[src/rtl/sand_pkg.sv]
// Shared constants for the falling-sand stream: state encoding and coordinate width.
package sand_pkg;

   localparam int unsigned COORD_W_DEF = 11;

   localparam logic [1:0] IDLE  = 2'd0;
   localparam logic [1:0] FILL  = 2'd1;
   localparam logic [1:0] FLOW  = 2'd2;
   localparam logic [1:0] DRAIN = 2'd3;

endpackage

[src/rtl/sand_phase_ctr.sv]
// Row phase tracker: follows (visible_row - row_1 - offset) mod PERIOD without a divider.
module sand_phase_ctr
   import sand_pkg::*;
#(
   parameter int unsigned COORD_W = COORD_W_DEF,
   parameter int unsigned PERIOD  = 8,
   parameter int unsigned PH_W    = 3
) (
   input  logic               clk,
   input  logic               BTN_S,
   input  logic [COORD_W-1:0] visible_row,
   input  logic [COORD_W-1:0] row_1,
   input  logic [PH_W-1:0]    offset,
   output logic [PH_W-1:0]    phase_now_c
);

   localparam int unsigned PH_X = PH_W + 1;
   localparam logic [PH_W:0]   PERIOD_X = PH_X'(PERIOD);
   localparam logic [PH_W-1:0] PH_LAST  = PH_W'(PERIOD - 1);

   logic [COORD_W-1:0] prev_row;
   logic [PH_W-1:0]    row_phase;
   logic [PH_W-1:0]    phase_top;

   // Phase of the top row of the stream for the current offset.
   assign phase_top = PH_W'(PERIOD_X - {1'b0, offset});

   // Restart at the top row, step once per new row, otherwise hold.
   always_comb begin
      phase_now_c = row_phase;
      if (visible_row != prev_row) begin
         if (visible_row == row_1) begin
            phase_now_c = (offset == '0) ? '0 : phase_top;
         end else if (row_phase == PH_LAST) begin
            phase_now_c = '0;
         end else begin
            phase_now_c = row_phase + PH_W'(1);
         end
      end
   end

   // Row history and phase registers.
   always_ff @(posedge clk or posedge BTN_S) begin
      if (BTN_S) begin
         prev_row  <= '0;
         row_phase <= '0;
      end else begin
         prev_row  <= visible_row;
         row_phase <= phase_now_c;
      end
   end

endmodule

[src/rtl/sand_stream.sv]
// Animated falling-sand stream in the hourglass neck: fill/flow/drain FSM and pixel hit.
module sand_stream
   import sand_pkg::*;
#(
   parameter int unsigned COORD_W   = COORD_W_DEF,
   parameter int unsigned STREAM_W  = 2,
   parameter int unsigned GRAIN_LEN = 3,
   parameter int unsigned GAP_LEN   = 5,
   parameter int unsigned SPEED     = 2
) (
   input  logic               clk,
   input  logic               BTN_S,
   input  logic               frame_tick,
   input  logic               run,
   input  logic [COORD_W-1:0] col,
   input  logic [COORD_W-1:0] row_1,
   input  logic [COORD_W-1:0] row_2,
   input  logic [COORD_W-1:0] visible_col,
   input  logic [COORD_W-1:0] visible_row,
   output logic               middle_sand,
   output logic [1:0]         stream_state,
   output logic               busy
);

   localparam int unsigned PERIOD = GRAIN_LEN + GAP_LEN;
   localparam int unsigned PH_W   = $clog2(PERIOD);
   localparam int unsigned PH_X   = PH_W + 1;
   localparam int unsigned EXT_W  = COORD_W + 1;
   localparam int unsigned SUM_W  = COORD_W + 2;

   localparam logic [SUM_W-1:0] SPEED_S  = SUM_W'(SPEED);
   localparam logic [PH_W:0]    SPEED_P  = PH_X'(SPEED);
   localparam logic [PH_W:0]    PERIOD_P = PH_X'(PERIOD);

   logic [1:0]       state, state_nxt;
   logic [PH_W-1:0]  offset, offset_nxt;
   logic [EXT_W-1:0] head, head_nxt;
   logic [EXT_W-1:0] tail, tail_nxt;

   logic [SUM_W-1:0] head_sum, tail_sum;
   logic [EXT_W-1:0] head_sat, tail_sat;
   logic [PH_W:0]    off_sum;
   logic [PH_W-1:0]  off_wrap;
   logic [EXT_W-1:0] span_c, r_c, col_hi_c;
   logic             in_col_c, in_row_c, grain_c, window_c, hit_c;
   logic [PH_W-1:0]  phase_now_c;

   // Saturating head/tail advance and modulo-PERIOD offset advance.
   always_comb begin
      head_sum = {1'b0, head} + SPEED_S;
      tail_sum = {1'b0, tail} + SPEED_S;
      head_sat = head_sum[SUM_W-1] ? '1 : head_sum[EXT_W-1:0];
      tail_sat = tail_sum[SUM_W-1] ? '1 : tail_sum[EXT_W-1:0];
      off_sum  = {1'b0, offset} + SPEED_P;
      off_wrap = (off_sum >= PERIOD_P) ? PH_W'(off_sum - PERIOD_P) : PH_W'(off_sum);
   end

   // Stream geometry; an inverted row range collapses to an empty span.
   always_comb begin
      span_c   = (row_2 >= row_1) ? ({1'b0, row_2} - {1'b0, row_1}) : '0;
      r_c      = {1'b0, visible_row} - {1'b0, row_1};
      col_hi_c = {1'b0, col} + EXT_W'(STREAM_W);
      in_col_c = ({1'b0, visible_col} >= {1'b0, col}) && ({1'b0, visible_col} < col_hi_c);
      in_row_c = (visible_row >= row_1) && (visible_row <= row_2);
      grain_c  = (phase_now_c < PH_W'(GRAIN_LEN));
   end

   // Next-state logic; everything advances only on frame_tick.
   always_comb begin
      state_nxt  = state;
      offset_nxt = offset;
      head_nxt   = head;
      tail_nxt   = tail;
      if (frame_tick) begin
         if (state != IDLE) begin
            offset_nxt = off_wrap;
         end
         case (state)
            IDLE: begin
               if (run) begin
                  state_nxt = FILL;
                  head_nxt  = '0;
               end
            end
            FILL: begin
               head_nxt = head_sat;
               if (!run) begin
                  state_nxt = DRAIN;
                  tail_nxt  = '0;
               end else if (head_sat >= span_c) begin
                  state_nxt = FLOW;
               end
            end
            FLOW: begin
               if (!run) begin
                  state_nxt = DRAIN;
                  tail_nxt  = '0;
               end
            end
            default: begin
               tail_nxt = tail_sat;
               if (tail_sat >= span_c) begin
                  state_nxt = IDLE;
               end
            end
         endcase
      end
   end

   // Visible window of the stream for the pre-edge state.
   always_comb begin
      window_c = 1'b0;
      case (state)
         FILL:    window_c = (r_c <= head);
         FLOW:    window_c = 1'b1;
         DRAIN:   window_c = (r_c > tail);
         default: window_c = 1'b0;
      endcase
      hit_c = in_col_c && in_row_c && grain_c && window_c;
   end

   // State, animation counters and registered outputs.
   always_ff @(posedge clk or posedge BTN_S) begin
      if (BTN_S) begin
         state       <= IDLE;
         offset      <= '0;
         head        <= '0;
         tail        <= '0;
         middle_sand <= 1'b0;
         busy        <= 1'b0;
      end else begin
         state       <= state_nxt;
         offset      <= offset_nxt;
         head        <= head_nxt;
         tail        <= tail_nxt;
         middle_sand <= hit_c;
         busy        <= (state_nxt != IDLE);
      end
   end

   assign stream_state = state;

   sand_phase_ctr #(
      .COORD_W (COORD_W),
      .PERIOD  (PERIOD),
      .PH_W    (PH_W)
   ) u_phase (
      .clk         (clk),
      .BTN_S       (BTN_S),
      .visible_row (visible_row),
      .row_1       (row_1),
      .offset      (offset),
      .phase_now_c (phase_now_c)
   );

endmodule

[config.mk]
export PLATFORM = sky130hd
export DESIGN_NAME = sand_stream
export DESIGN_NICKNAME = d
export VERILOG_FILES = /design/src/rtl/sand_pkg.sv /design/src/rtl/sand_phase_ctr.sv /design/src/rtl/sand_stream.sv
export SDC_FILE = /design/constraint.sdc
export NUM_CORES = 1
export LEC_CHECK = 0
export CAP_MARGIN = 20
export CORE_UTILIZATION = 59
export CTS_CLUSTER_DIAMETER = 30
export DETAILED_ROUTE_END_ITERATION = 10
export PLACE_DENSITY = 0.83
export SLEW_MARGIN = 20
export SYNTH_ARGS = -nofsm -noshare
export SYNTH_HDL_FRONTEND = slang
export SYNTH_SLANG_ARGS = --single-unit
[constraint.sdc]
create_clock -name clk -period 4.1 [get_ports clk]
set_input_delay 0.41 -clock clk [delete_from_list [all_inputs] [get_ports clk]]
set_output_delay 0.41 -clock clk [all_outputs]
set_load 0.005 [all_outputs]
* Word-level counts from Yosys, hierarchy flattened
Index checks and enable logic that the tools add are counted.
Operators by class: add/subtract/negate cells 9, $lt $le $gt $ge 11, eq/ne operators 8, multiplexer cells 20, bitwise operators 1, reductions and logical operators 14
Operators with widths (number):
- $mux W12 | 5
- $pmux W12 S2 | 2
- $ge A11 B11 Y1 | 3
- $add A12 B2 Y13 const B | 2
- $ge A12 B12 Y1 | 2
- $sub A11 B11 Y12 | 2
- $mux W3 | 5
- $add A11 B2 Y12 const B | 1
- $gt A12 B12 Y1 | 1
- $le A12 B12 Y1 | 1
- $lt A11 B12 Y1 | 1
- $mux W2 | 6
- $eq A11 B11 Y1 | 1
- $le A11 B11 Y1 | 1
- $ne A11 B11 Y1 | 1
- $pmux W2 S3 | 1
- $reduce_and A3 Y1 | 2
- $reduce_bool A2 Y1 | 3
- $logic_and A1 B1 Y1 | 5
- $add A3 B2 Y4 const B | 1
- $eq A2 B2 Y1 const B | 2
- $ge A4 B4 Y1 const B | 1
- $ne A2 B2 Y1 const B | 2
- $add A3 B1 Y3 const B | 1
- other kinds (11) | 11
Word-level totals: bits in registers 45, input bits 59, output and inout port bits 4, word-level logic and storage cells 71

* Longest topological paths before layout
Gate-level depths: netlist of run 1.
depth in word-level cells 8, gate-level depth with buffers 17

* Cells and area by module
A second synthesis of run 1 with hierarchy kept.
Second synthesis, totals: cell total of the unflattened synthesis 703, area, all modules 5716.7 µm²
By module, submodules not included:
- sand_stream | times used 1, cells an instance 639, area each 4986.0 µm², sequential area each 750.7 µm²
- sand_phase_ctr | times used 1, cells an instance 64, area each 730.7 µm², sequential area each 350.3 µm²

* Least setup slack after synthesis of run 1
OpenSTA, ideal clock, no wires.
path type input to register, start point input port row_2[0], end point register busy, data arrival time 3.466 ns, setup slack 0.483 ns, stages on the path 17, cells stage by stage inv_1 -> ha_1 -> fa_1 -> nor2b_1 -> o21a_1 -> o21ai_1 -> a21oi_1 -> a21o_1 -> clkbuf_1 -> nand2_1 -> ha_1 -> a21o_1 -> a21o_1 -> a2111oi_0 -> o31a_1 -> and2_1 -> o221ai_1
On the way: longest elaborated chain between the ends 8
RTL lines:
- start, declared | line sand_stream.sv:17 | input logic [COORD_W-1:0] row_2,
- $sub A11 B11 Y12 / $ge A11 B11 Y1 (equally long branches) | line sand_stream.sv:60 | span_c = (row_2 >= row_1) ? ({1'b0, row_2} - {1'b0, row_1}) : '0;
- $mux W12 * | line sand_stream.sv:60
- $ge A12 B12 Y1 | line sand_stream.sv:90 | end else if (head_sat >= span_c) begin
- $mux W2 | line sand_stream.sv:90
- $mux W2 | line sand_stream.sv:87 | if (!run) begin
- $pmux W2 S3 * | line sand_stream.sv:78 | case (state)
- $mux W2 * | line sand_stream.sv:74 | if (frame_tick) begin
- $reduce_bool A2 Y1 * | line sand_stream.sv:137 | busy <= (state_nxt != IDLE);
- end signal, assigned | line sand_stream.sv:137
- end, declared | line sand_stream.sv:22 | output logic busy
Every way passes the cells marked *; elsewhere a longest branch is shown, timed or not. A chain may end at the register's enable or synchronous reset.

* Worst setup path after layout of run 1
start point input port visible_row[0], end point register middle_sand
On the way: longest elaborated chain between the ends 6
RTL lines:
- start, declared | line sand_stream.sv:19 | input logic [COORD_W-1:0] visible_row,
- branches (longest 5 deep; another with $sub A11 B11 Y12)
- $logic_and A1 B1 Y1 * | line sand_stream.sv:119 | hit_c = in_col_c && in_row_c && grain_c && window_c;
- named net hit_c | line sand_stream.sv:45 | logic in_col_c, in_row_c, grain_c, window_c, hit_c;
- end signal, assigned | line sand_stream.sv:136 | middle_sand <= hit_c;
- end, declared | line sand_stream.sv:20 | output logic middle_sand,
Mark *: on every way through the listed nets, which the timed path passes.

==> summary.md, run 1 <==
| Metric | Value |
|---|---|
| Critical path data required time | 4.29 ns |
| Peak supply drop | 0.2023 mV |
| Total CTS buffers | 5 |
| FF/Latch Area | 0.001101 mm2 |
| Die Y | 99.53 um |
| Initial antenna violation count | 0 |
| NumNets Final | 924 |
| Core box area | 0.009240 mm2 |
| Placer Congestion | 1.031 |
| Worst skew pair latency | 0.31 ns |
| CP cell instances | clkdlybuf4s50_1 > inv_1 > ha_1 > inv_1 > fa_1 > a21oi_1 > o211ai_1 > a31oi_1 > o21bai_1 > a21oi_1 > xnor2_1 > ha_1 > nand4_1 > or2_2 > a21oi_1 > a2111oi_0 > nor4b_1 > nor4bb_1 |
| Fillers | 727 |
| Final clock skew | 0.01598 ns |
| GRT overflow | 0 |
| WP data arrival | 4.05 ns |
| H-tree levels | 2 |
| Reg clk slew, reported paths | 0.10 ns |
| Layout cell share with drive strength beyond 1 | 0.04800 |
| Crit. End Element | register |
| FF-to-FF setup slack | 0.82 ns |
| CP dominant cell by count | a21oi_1 |
| # diodes | 0 |
| Hold WS | 0.5356 ns |
| Min Tclk post-route | 3.864 ns |
| Post-CTS sizing | 0 |
| Setup crit start kind | input pin |
| Status | complete, no violations |
| Largest net degree at the start of global routing | 45 |
| Routed WL | 14690 um |
| Area occupied by multi-input gates | 0.004194 mm2 |
| CTS tree | yes |
| IO buf count | 62 |
| Synthesized net count | 860 |
| DIE AREA | 0.009905 mm2 |
| Least-Margin Pin Slew | 0.5933 ns |
| Final Hold Viols | 0 |
| Crit path buf inv count | 3 |
| CTS Root Cell | clkbuf_8 |
| Sequential area share after synthesis | 0.1962 |
| Largest stage delay, worst path | 0.42 ns |
| WL/cell | 16.71 um |
| R2R cell count | 12 |
| Most common cell after layout, fill and taps aside | ha_1 |
| Drt initial violations | 346 |
| CP max stage cell | clkdlybuf4s50_1 |
| First-pass GRT wire length | 24280 um |
| Die X | 99.53 um |
| Worst Hold Class | input pin to async pin |
| P per Cell Area | 347.5 mW/mm2 |
| CP top delay family | compound AO/OA/AOI/OAI gates |
| DRC | 0 |
| Global-route usage over all layers | 0.3084 |
| Sink Count | 44 |
| Vias per std cell | 6.011 |
| Area Overhead vs Synth | 15.76% |
| Syn avg cell area | 8.180 um2 |
| Asr flop ratio synth | 1.000 |
| Initial core utilization | 0.6073 |
| Vias post-DR | 5284 |
| Leak Pwr | 3.020 nW |
| Fmax | 0.2588 GHz |
| Post-CTS Hold Fix Bufs | 0 |
| Critical path class | input pin to register |
| Synthesized flop and latch total | 44 |
| Antenna-violating nets left | 0 |
| Setup TNS | 0 ns |
| Peak fanout along the critical path | 3 |
| Slew headroom | 0.6030 |
| Clock buffer depth | 2 |
| Setup bufs post-CTS | 0 |
| Synthesized area | 0.005612 mm2 |
| Maxcap violations | 0 |
| Fin crit share | 0.9425 |
| Reg2Reg Launch Point | tail[3] |
| DR pass1 iterations | 5 |
| RSZ-0062 raised after global routing | no |
| Synth unique cells | 72 |
| Final setup violation count | 0 |
| Num rows | 35 |
| Commonest non-fill, non-tap cells in the layout | ha_1, inv_1, clkdlybuf4s50_1 |
| Yosys Warn Count | 0 |
| Predominant post-synthesis flop cell | dfrtp_1 |
| Reg2reg end | busy |
| I/O Pins | 63 |
| Cells after Synth | 686 |
| Vias in the first global route | 5312 |
| Post-DP HPWL | 12390 um |
| Slew Limit Fails | 0 |
| Number of synthesized flops with an enable pin | 0 |
==> synthesized netlist by cell type (7+ instances only) <==
cell | n | area share
a211oi_1 | 8 | 0.011
a21o_1 | 20 | 0.027
a21oi_1 | 50 | 0.045
a31oi_1 | 9 | 0.010
and3_1 | 8 | 0.0089
clkbuf_1 | 8 | 0.0054
dfrtp_1 | 44 | 0.20
ha_1 | 113 | 0.25
inv_1 | 71 | 0.047
nand2_1 | 49 | 0.033
nand2b_1 | 13 | 0.014
nand3_1 | 23 | 0.021
nand4_1 | 15 | 0.017
nor2_1 | 41 | 0.027
nor2b_1 | 11 | 0.012
nor3_1 | 14 | 0.012
o21a_1 | 10 | 0.013
o21ai_0 | 38 | 0.034
o21ai_1 | 7 | 0.0062
xnor2_1 | 39 | 0.061
==> per-stage QoR <==
step           utilization  cells  power [W]  setup WS [ns]  area [um2]
2_1_floorplan            -    686   0.001524         0.4830        5612
3_3_place_gp        0.6923    872   0.001882        0.03535        6397
3_5_place_dp        0.6923    872   0.001945        -0.1375        6397
4_1_cts             0.7012    879   0.002233         0.1609        6479
5_1_grt             0.7030    879   0.002457        0.01245        6496
6_report            0.7030    879   0.002258         0.2359        6496
==> registers in the layout (all words and copies together) (netlist names) <==
signal             flops
middle_sand            1
head                  12
stream_state           2
u_phase.row_phase      3
u_phase.prev_row      11
tail                  12
offset                 2
busy                   1
==> worst max path at each step <==
| stage | from | end | slack, ns | cells past startpoint |
|---|---|---|---|---|
| detailed placement | row_2[0] | busy | -0.14 | 16 |
| CTS | row_2[0] | busy | 0.16 | 16 |
| finish | visible_row[0] | middle_sand | 0.24 | 18 |
| floorplan | row_2[0] | busy | 0.48 | 17 |
| global placement | visible_row[0] | middle_sand | 0.04 | 18 |
| global route | row_2[0] | busy | 0.01 | 16 |
==> power breakdown <==
part           internal [W]  total, W  switching [W]
Sequential         0.000518  0.000614      0.0000955
Clock              0.000116  0.000286       0.000170
Combinational      0.000601   0.00136       0.000758
==> metal layers <==
metal  GRT usage  share of wire  routed length [um]
met5           0              0                   0
met2      0.5331           0.47                6896
met4      0.1256          0.037                 541
met3     0.04287          0.062                 909
met1      0.3865           0.43                6343
==> cells by family after synthesis <==
| family | count (synthesis) | synth area share |
|---|---|---|
| AOI/OAI and AO/OA | 185 | 0.2109 |
| xor gates and xnor gates | 44 | 0.06867 |
| adders and majority gates | 115 | 0.2591 |
| buffers and inverters | 86 | 0.05953 |
| DFF | 44 | 0.1962 |
| muxes | 7 | 0.01293 |
| and+or+nand+nor | 205 | 0.1926 |
==> layout make-up <==
type                       instances  share of cell area
tap                              129             0.02485
clock inverter                     2            0.001926
clock buffer                       5             0.01059
inverter                          72             0.04160
sequential                        44              0.1695
multi-input combinational        556              0.6456
timing repair buffer              71              0.1059
==> worst min-delay path, cell delays in order <==
cell and delay [ns]:
clkdlybuf4s50_1 0.40, clkinv_1 0.04, buf_4 0.47
No activity file was read; power rests on OpenSTA's default activity.
==> run 2, diff against run 1 <==
--- a/config.mk
+++ b/config.mk
@@ -5,7 +5,7 @@
 export SDC_FILE = /design/constraint.sdc
 export NUM_CORES = 1
 export LEC_CHECK = 0
-export CAP_MARGIN = 20
+export CAP_MARGIN = 40
 export CORE_UTILIZATION = 59
 export CTS_CLUSTER_DIAMETER = 30
 export DETAILED_ROUTE_END_ITERATION = 10
==> results of run 2 <==
Same layout as run 1: the final DEF is identical, and so are final timing and power.
==> run 3, diff against run 2 <==
--- a/config.mk
+++ b/config.mk
@@ -9,7 +9,8 @@
 export CORE_UTILIZATION = 59
 export CTS_CLUSTER_DIAMETER = 30
 export DETAILED_ROUTE_END_ITERATION = 10
-export PLACE_DENSITY = 0.83
+export MAX_ROUTING_LAYER = met4
+export PLACE_DENSITY = 0.88
 export SLEW_MARGIN = 20
 export SYNTH_ARGS = -nofsm -noshare
 export SYNTH_HDL_FRONTEND = slang
==> run 3 against run 2 <==
  * Worst setup slack worse by 0.033 ns
  * Maximum frequency down 0.86%
  * Hold slack worse by 0.012 ns
  * Sequential power about the same
  * Core utilization up 0.37 points
  * Largest cell class unchanged
  * Critical path depth down 2
  * Cell area up 0.52%
  * Power up 2.6%
  * Register-to-register slack worse by 0.07 ns
==> summary.md, run 3 (synthesized netlist as in run 1, its figures left out) <==
| Metric | Value |
|---|---|
| Maxcap violations | 0 |
| H-tree levels | 2 |
| Critical path class | input pin to register |
| Largest net degree at the start of global routing | 45 |
| Slew headroom | 0.5617 |
| CTS Root Cell | clkbuf_8 |
| Drt initial violations | 273 |
| Routed WL | 15170 um |
| Sink Count | 44 |
| Final cell count without fillers | 881 |
| First-pass GRT wire length | 24870 um |
| Most common cell after layout, fill and taps aside | ha_1 |
| Leak Pwr | 3.030 nW |
| Worst Hold Class | input pin to async pin |
| Fmax | 0.2566 GHz |
| Least-Margin Pin Slew | 0.6562 ns |
| Initial core utilization | 0.6073 |
| Post-DP HPWL | 12490 um |
| Reg2reg end | busy |
| Die X | 99.53 um |
| I/O Pins | 63 |
| RSZ-0062 raised after global routing | yes |
| Peak supply drop | 0.2565 mV |
| IO buf count | 62 |
| Worst skew pair latency | 0.31 ns |
| Slew Limit Fails | 0 |
| Pwr Total | 0.002315 W |
| Peak fanout along the critical path | 3 |
| Status | complete, no violations |
| Reg2Reg Launch Point | tail[3] |
| Vias per std cell | 6.241 |
| Hold WS | 0.5235 ns |
| Setup bufs post-CTS | 0 |
| Commonest non-fill, non-tap cells in the layout | ha_1, inv_1, clkdlybuf4s50_1 |
| CTS tree | yes |
| Core box area | 0.009240 mm2 |
| Setup TNS | 0 ns |
| Vias post-DR | 5498 |
| Vias in the first global route | 5357 |
| Final clock skew | 0.01393 ns |
| Setup crit start kind | input pin |
| Reg clk slew, reported paths | 0.10 ns |
| Crit. End Element | register |
| DRC | 0 |
| Largest regs | head (12), tail (12), u_phase.prev_row (11) |
| Post-CTS sizing | 0 |
| Final Hold Viols | 0 |
| Min Tclk post-route | 3.897 ns |
| Area Overhead vs Synth | 16.37% |
| FF-to-FF setup slack | 0.75 ns |
| R2R cell count | 12 |
| Global-route usage over all layers | 0.3247 |
| DP Worst Slack | -0.2266 ns |
| Initial antenna violation count | 0 |
| Clock buffer depth | 2 |
| Placer Congestion | 0.9602 |
| DIE AREA | 0.009905 mm2 |
| WP data arrival | 4.07 ns |
| Num rows | 35 |
| Final setup violation count | 0 |
| P per Cell Area | 354.6 mW/mm2 |
| Final WS setup | 0.2025 ns |
| WL/cell | 17.22 um |
| Antenna-violating nets left | 0 |
| Crit path launch | row_2[0] |
| Die Y | 99.53 um |
| Post-CTS Hold Fix Bufs | 0 |
| Placed insts | 873 |
| # diodes | 0 |
| Layout cell share with drive strength beyond 1 | 0.05319 |
| Total CTS buffers | 5 |
| Critical path data required time | 4.27 ns |
| DR pass1 iterations | 4 |
| NumNets Final | 925 |
| Fin crit share | 0.9506 |
| GRT overflow | 0 |
[run 3: cell count changes in the layout (fill, tap and decap cells not counted), sizes merged]
cell      previous run  this run
clkinvlp             1         2
buf                  9        10
clkinv               2         1
clkbuf               5         6
[run 3: metrics by stage]
step | cell area [um2] | utilization
6_report | 6530 | 0.7067
5_1_grt | 6530 | 0.7067
4_1_cts | 6502 | 0.7037
3_5_place_dp | 6405 | 0.6932
3_3_place_gp | 6405 | 0.6932
2_1_floorplan | 5612 | -
[run 3: per-layer routing]
metal / part of all wire / GRT usage
met2: 0.47 / 0.5347
met3: 0.065 / 0.04427
met1: 0.43 / 0.4051
met5: 0 / -
met4: 0.038 / 0.1233
[run 3: area by class of cell]
type	instances	area (um2)
clock buffers	6	82.58
clock inverters	2	15.01
fillers	708	2710
inverters	72	270.3
well taps	129	161.4
flip-flops and latches	44	1101
multi-input cells	556	4204
repair buffers	72	695.7
[run 3: power by group]
| group | internal [W] | switching [W] | total (W) | leakage, nW |
|---|---|---|---|---|
| Clock | 0.000137 | 0.000180 | 0.000317 | 0.0434 |
| Sequential | 0.000518 | 0.0000951 | 0.000613 | 0.569 |
| Combinational | 0.000605 | 0.000781 | 0.00139 | 2.42 |
[run 3: worst max-delay path, cell delays in order]
cell and delay [ns]:
clkdlybuf4s50_1 0.49, inv_1 0.06, ha_1 0.21, fa_1 0.39, nor2b_1 0.12, o21a_1 0.14
o21ai_1 0.08, a21oi_2 0.19, a21oi_1 0.10, or3b_1 0.43, ha_1 0.33, a21o_1 0.19
a2111oi_2 0.43, o31a_1 0.24, and2_1 0.15, o221ai_1 0.13
[run 3: how the worst max path moves through the flow]
stage / endpoint / slack, ns / cells past startpoint
3_5_place_dp: busy / -0.23 / 16
2_1_floorplan: busy / 0.48 / 17
5_1_grt: middle_sand / -0.04 / 18
3_3_place_gp: busy / 0.04 / 16
4_1_cts: busy / 0.11 / 16
6_report: busy / 0.20 / 16
